## src/rtl/pipe_hazard_ctrl.sv

```systemverilog
`default_nettype none
// +----------------------------------------------------------------------------+
// | Module   : pipe_hazard_ctrl                                                |
// | Purpose  : Stall/flush/forwarding control and switch-input sequencing for  |
// |            the 5-stage pipeline, with a debounced shared user button.      |
// | Revision : 1.0 - initial release                                           |
// +----------------------------------------------------------------------------+
module pipe_hazard_ctrl #(
    parameter int DEBOUNCE_CYCLES = 4,
    parameter int CNT_WIDTH       = 16
) (
    input  logic                 clk,
    input  logic                 rst,
    input  logic [4:0]           ID_rs1,
    input  logic [4:0]           ID_rs2,
    input  logic                 ID_UsesRs1,
    input  logic                 ID_UsesRs2,
    input  logic                 ID_IOWait,
    input  logic [4:0]           EX_rs1,
    input  logic [4:0]           EX_rs2,
    input  logic [4:0]           EX_WriteReg,
    input  logic                 EX_RegWrite,
    input  logic                 EX_MemtoReg,
    input  logic                 EX_PCsel,
    input  logic [4:0]           M_WriteReg,
    input  logic                 M_RegWrite,
    input  logic [4:0]           W_rd,
    input  logic                 W_RegWrite,
    input  logic                 button,
    output logic                 stall,
    output logic                 flushID,
    output logic                 flushEX,
    output logic [1:0]           forward1,
    output logic [1:0]           forward2,
    output logic                 io_ack,
    output logic                 io_busy,
    output logic [CNT_WIDTH-1:0] stall_count
);

    localparam int                c_DB_W   = (DEBOUNCE_CYCLES > 1) ? $clog2(DEBOUNCE_CYCLES) : 1;
    localparam logic [c_DB_W-1:0] c_DB_MAX = c_DB_W'(DEBOUNCE_CYCLES - 1);

    localparam logic [1:0] c_S_RUN     = 2'd0;
    localparam logic [1:0] c_S_IO_WAIT = 2'd1;
    localparam logic [1:0] c_S_IO_ACK  = 2'd2;

    logic [1:0]           r_state;
    logic [1:0]           w_state_next;
    logic [c_DB_W-1:0]    r_db_cnt;
    logic                 r_db_level;
    logic                 r_db_prev;
    logic                 w_press;
    logic                 w_load_use;
    logic                 w_rs1_hit;
    logic                 w_rs2_hit;
    logic [CNT_WIDTH-1:0] r_stall_cnt;

    // Forwarding: the younger M result wins over W.
    always_comb begin
        forward1 = 2'd0;
        if (M_RegWrite && (M_WriteReg != 5'd0) && (M_WriteReg == EX_rs1))
            forward1 = 2'd1;
        else if (W_RegWrite && (W_rd != 5'd0) && (W_rd == EX_rs1))
            forward1 = 2'd2;
    end

    always_comb begin
        forward2 = 2'd0;
        if (M_RegWrite && (M_WriteReg != 5'd0) && (M_WriteReg == EX_rs2))
            forward2 = 2'd1;
        else if (W_RegWrite && (W_rd != 5'd0) && (W_rd == EX_rs2))
            forward2 = 2'd2;
    end

    assign w_rs1_hit  = ID_UsesRs1 && (ID_rs1 == EX_WriteReg);
    assign w_rs2_hit  = ID_UsesRs2 && (ID_rs2 == EX_WriteReg);
    assign w_load_use = EX_MemtoReg && EX_RegWrite && (EX_WriteReg != 5'd0)
                        && (w_rs1_hit || w_rs2_hit);

    always_ff @(posedge clk) begin
        if (rst) begin
            r_db_cnt   <= '0;
            r_db_level <= 1'b0;
            r_db_prev  <= 1'b0;
        end else begin
            r_db_prev <= r_db_level;
            if (button == r_db_level) begin
                r_db_cnt <= '0;
            end else if (r_db_cnt == c_DB_MAX) begin
                r_db_cnt   <= '0;
                r_db_level <= button;
            end else begin
                r_db_cnt <= r_db_cnt + 1'b1;
            end
        end
    end

    assign w_press = r_db_level && !r_db_prev;

    always_ff @(posedge clk) begin
        if (rst) r_state <= c_S_RUN;
        else     r_state <= w_state_next;
    end

    always_comb begin
        w_state_next = r_state;
        stall        = 1'b0;
        flushID      = 1'b0;
        flushEX      = 1'b0;
        io_ack       = 1'b0;
        io_busy      = 1'b0;
        if (rst) begin
            w_state_next = c_S_RUN;
        end else if (EX_PCsel) begin
            // A taken branch squashes any pending switch read without acknowledging it.
            flushID      = 1'b1;
            flushEX      = 1'b1;
            w_state_next = c_S_RUN;
        end else begin
            case (r_state)
                c_S_IO_WAIT: begin
                    stall   = 1'b1;
                    flushEX = 1'b1;
                    io_busy = 1'b1;
                    if (w_press) w_state_next = c_S_IO_ACK;
                end
                c_S_IO_ACK: begin
                    io_ack       = 1'b1;
                    w_state_next = c_S_RUN;
                end
                default: begin
                    if (w_load_use) begin
                        stall   = 1'b1;
                        flushEX = 1'b1;
                    end else if (ID_IOWait) begin
                        w_state_next = c_S_IO_WAIT;
                    end
                end
            endcase
        end
    end

    always_ff @(posedge clk) begin
        if (rst)                       r_stall_cnt <= '0;
        else if (stall && !(&r_stall_cnt)) r_stall_cnt <= r_stall_cnt + 1'b1;
    end

    assign stall_count = r_stall_cnt;

endmodule
`default_nettype wire
```

## config.mk

```make
export PLATFORM = sky130hd
export DESIGN_NAME = pipe_hazard_ctrl
export DESIGN_NICKNAME = d
export VERILOG_FILES = /design/src/rtl/pipe_hazard_ctrl.sv
export SDC_FILE = /design/constraint.sdc
export NUM_CORES = 1
export LEC_CHECK = 0
export ABC_AREA = 1
export CORE_MARGIN = 1
export CORE_UTILIZATION = 40
export DETAILED_ROUTE_END_ITERATION = 8
export GPL_ROUTABILITY_DRIVEN = 0
export GPL_TIMING_DRIVEN = 0
export PLACE_DENSITY = 0.77
export SLEW_MARGIN = 5
export SYNTH_ARGS = -nofsm -noshare
export SYNTH_HDL_FRONTEND = slang
export SYNTH_SLANG_ARGS = --single-unit
export TNS_END_PERCENT = 10
```

## constraint.sdc

```tcl
create_clock -name clk -period 1.9 [get_ports clk]
set_clock_uncertainty 0.15 [all_clocks]
set_input_delay 0.475 -clock clk [delete_from_list [all_inputs] [get_ports clk]]
set_output_delay 0.475 -clock clk [all_outputs]
set_load 0.01 [all_outputs]
```

==> flow_summary.yaml <==
yosys:
  syn-cell-area_mm2: 0.001812
  synth.distinct_cells: 27
  synth_top_cell_by_area: "dfxtp_1"
  synthTopCellsByArea: "dfxtp_1, nand2_1, xor2_1, nor2_1, xnor2_1"
  syn-instance-count: 281
  syn_avg_cell_area_um2: 6.447
  synth_top_area_share: 0.2431
  synth_nets: 332
  ys_warn_count: 0
  seq_area_frac_synth: 0.2431
  ys_seq_elements: 22
route:
  wirelength_mm: 5.312
  drt_first_pass_iters: 4
  vias: 2101
  drc_errors: 0
  antenna_left: 0
  wl_per_cell_um: 12.62
  drt-vias-per-instance: 4.990
  initialDrtViolationCount: 105
critical_path:
  worstSetupPathType: "in -> out"
  r2r_slack_ns: -0.02
  worstPathRequired_ns: 1.27
  slowest_stage: "nor2_2"
  crit_buf_inv: 4
  cp_common_cell: "nand2_1"
  worst_setup_path_end_kind: "primary output"
  path_max_fanout: 4
  crit_path_cell_trace: "buf_12, nand2_1, nand2_1, nor2_2, nand3_1, nand2_2, nand3_2, nand2_4, buf_8, inv_6, a21oi_4, buf_2"
  cp.arrival_ns: 1.55
  cp_top_family: "simple AND/OR/NAND/NOR gates"
  slowest_delay_ns: 0.13
  cp-start-kind: "primary input"
clock_tree:
  cts.sinks: 22
  insertion_delay_ns: 0.27
  path_clk_slew_ns: 0.08
  cts_buffers: 3
  cts.path.max_buffers: 2
  htreeDepth: 1
  ctsHoldBuffers: 0
  clockRootBuffer: "clkbuf_8"
  tritoncts: "done"
global_routing:
  overflow: 0
  grt_pass1_wl_mm: 9.121
  grt_pass1_vias: 2027
  grt_usage: 0.2264
  grt_max_degree: 14
  antenna_found_initial: 0
die:
  pin_count: 71
  num_rows: 24
  die_area_mm2: 0.004802
  start_util: 0.4161
  die_h_um: 69.30
  core_mm2: 0.004354
  dieWidth_um: 69.30
final_layout:
  final_common_cell: "nand2_1"
  areaGrowthSynthToFinish_pct: 61.74
  nets: 421
  final_cell_mix: "nand2_1, nor2_1, inv_1"
  final-seq-area_um2: 464.2
  antennaDiodeCount: 0
  drive_gt1_frac: 0.3171
  nFillCells: 374
  fin_cells: 421
  final_util: 0.6730
  multiInputGateArea_mm2: 0.001379
timing:
  max_freq_ghz: 0.4603
  tightestPinTransition_ns: 0.4464
  min_period_ns: 2.173
  setup_violations: 7
  final_hold_viol_count: 0
  rsz0062_at_grt: "true"
  slew_headroom: 0.7001
  layout_setup_ws_ns: -0.2726
  post-route-period-util: 1.143
  final-max-slew-violation-count: 0
pwr:
  power_mw: 1.223
  ir_drop_v: 0.0003699
  p_per_area_mw_per_mm2: 417.3
  p_leak_nw: 1.297
job:
  maxCapViolCount: 0
place:
  io_buffers: 70
  hpwl_mm: 3.882
  dp.cells: 403
min_path:
  hp-class: "reg -> reg"
status:
  violations: "setup timing"
  status: "complete, but fails checks"
## where the power goes
| part | total [mW] | leakage (nW) | switching [mW] | internal [mW] |
|---|---|---|---|---|
| combinational | 0.312 | 1.08 | 0.150 | 0.161 |
| sequential | 0.465 | 0.185 | 0.00303 | 0.462 |
| clock | 0.446 | 0.0357 | 0.165 | 0.282 |
| total | 1.22 | 1.30 | 0.318 | 0.905 |
## per-stage QoR
stage,TNS (ns),cell area (um2),hold slack (ns),setup WS [ns]
2_1_floorplan,-0.2752,1864,0.2492,-0.09766
3_3_place_gp,-21.19,2630,0.2572,-1.426
3_5_place_dp,-22.12,2630,0.2637,-1.464
4_1_cts,-1.308,2863,0.2755,-0.2866
5_1_grt,-3.028,2930,0.3017,-0.3523
6_report,-1.302,2930,0.2692,-0.2726
## layer usage
layer | vias to the layer above | wire (um) | GRT usage
met5 | - | 0 | 0
met4 | 0 | 50 | 0.04535
met3 | 7 | 206 | 0.03198
met2 | 56 | 2805 | 0.4164
met1 | 953 | 2250 | 0.2784
li1 | 1085 | - | -
## final cells by class
class	count	share of cell area
clock buffer	3	0.01409
inverter	34	0.05209
clock inverter	1	0.01025
multi-input combinational	219	0.4705
sequential	22	0.1584
timing repair buffer	84	0.2459
buffer	6	0.02647
tap	52	0.02220
## cells by family after synthesis
logic type	share of synthesized area
compound gates	0.07528
flops	0.2431
simple gates	0.4019
xor+xnor	0.1547
fa+ha+maj	0.03453
buf+inv	0.09047
## worst paths after layout
kind                       start              end  depth (start not counted)
setup / recovery  EX_WriteReg[1]          flushEX                         12
hold / removal       r_db_cnt[0]      r_db_cnt[0]                          1
setup reg to reg  stall_count[0]  stall_count[14]                         10
hold reg to reg      r_db_cnt[0]      r_db_cnt[0]                          1
## cells in the mapped netlist
master,n
a21oi_1,15
a21oi_2,3
buf_2,2
buf_8,1
clkbuf_1,3
dfxtp_1,22
ha_1,5
inv_1,28
inv_2,6
nand2_1,72
nand2_2,2
nand3_1,18
nand3_4,1
nand3b_2,1
nand4_1,16
nor2_1,35
nor2_4,1
nor3_1,7
nor3_4,1
nor3b_1,1
nor4_1,2
o211ai_1,1
o21ai_0,2
o41ai_1,2
or2_2,2
xnor2_1,15
xor2_1,17
## registers in the layout (all words and copies together) (netlist names)
name / count
r_db_level: 1
r_db_cnt: 2
stall_count: 16
r_db_prev: 1
r_state: 2
## repair_timing
action | CTS | global route
buffers inserted | 11 | 3
setup endpoints to repair | 33 | 26
pin swaps | 39 | 18
gates resized for setup | 206 | 32
cloned | 0 | 0
(Power assumes the default switching activity.)
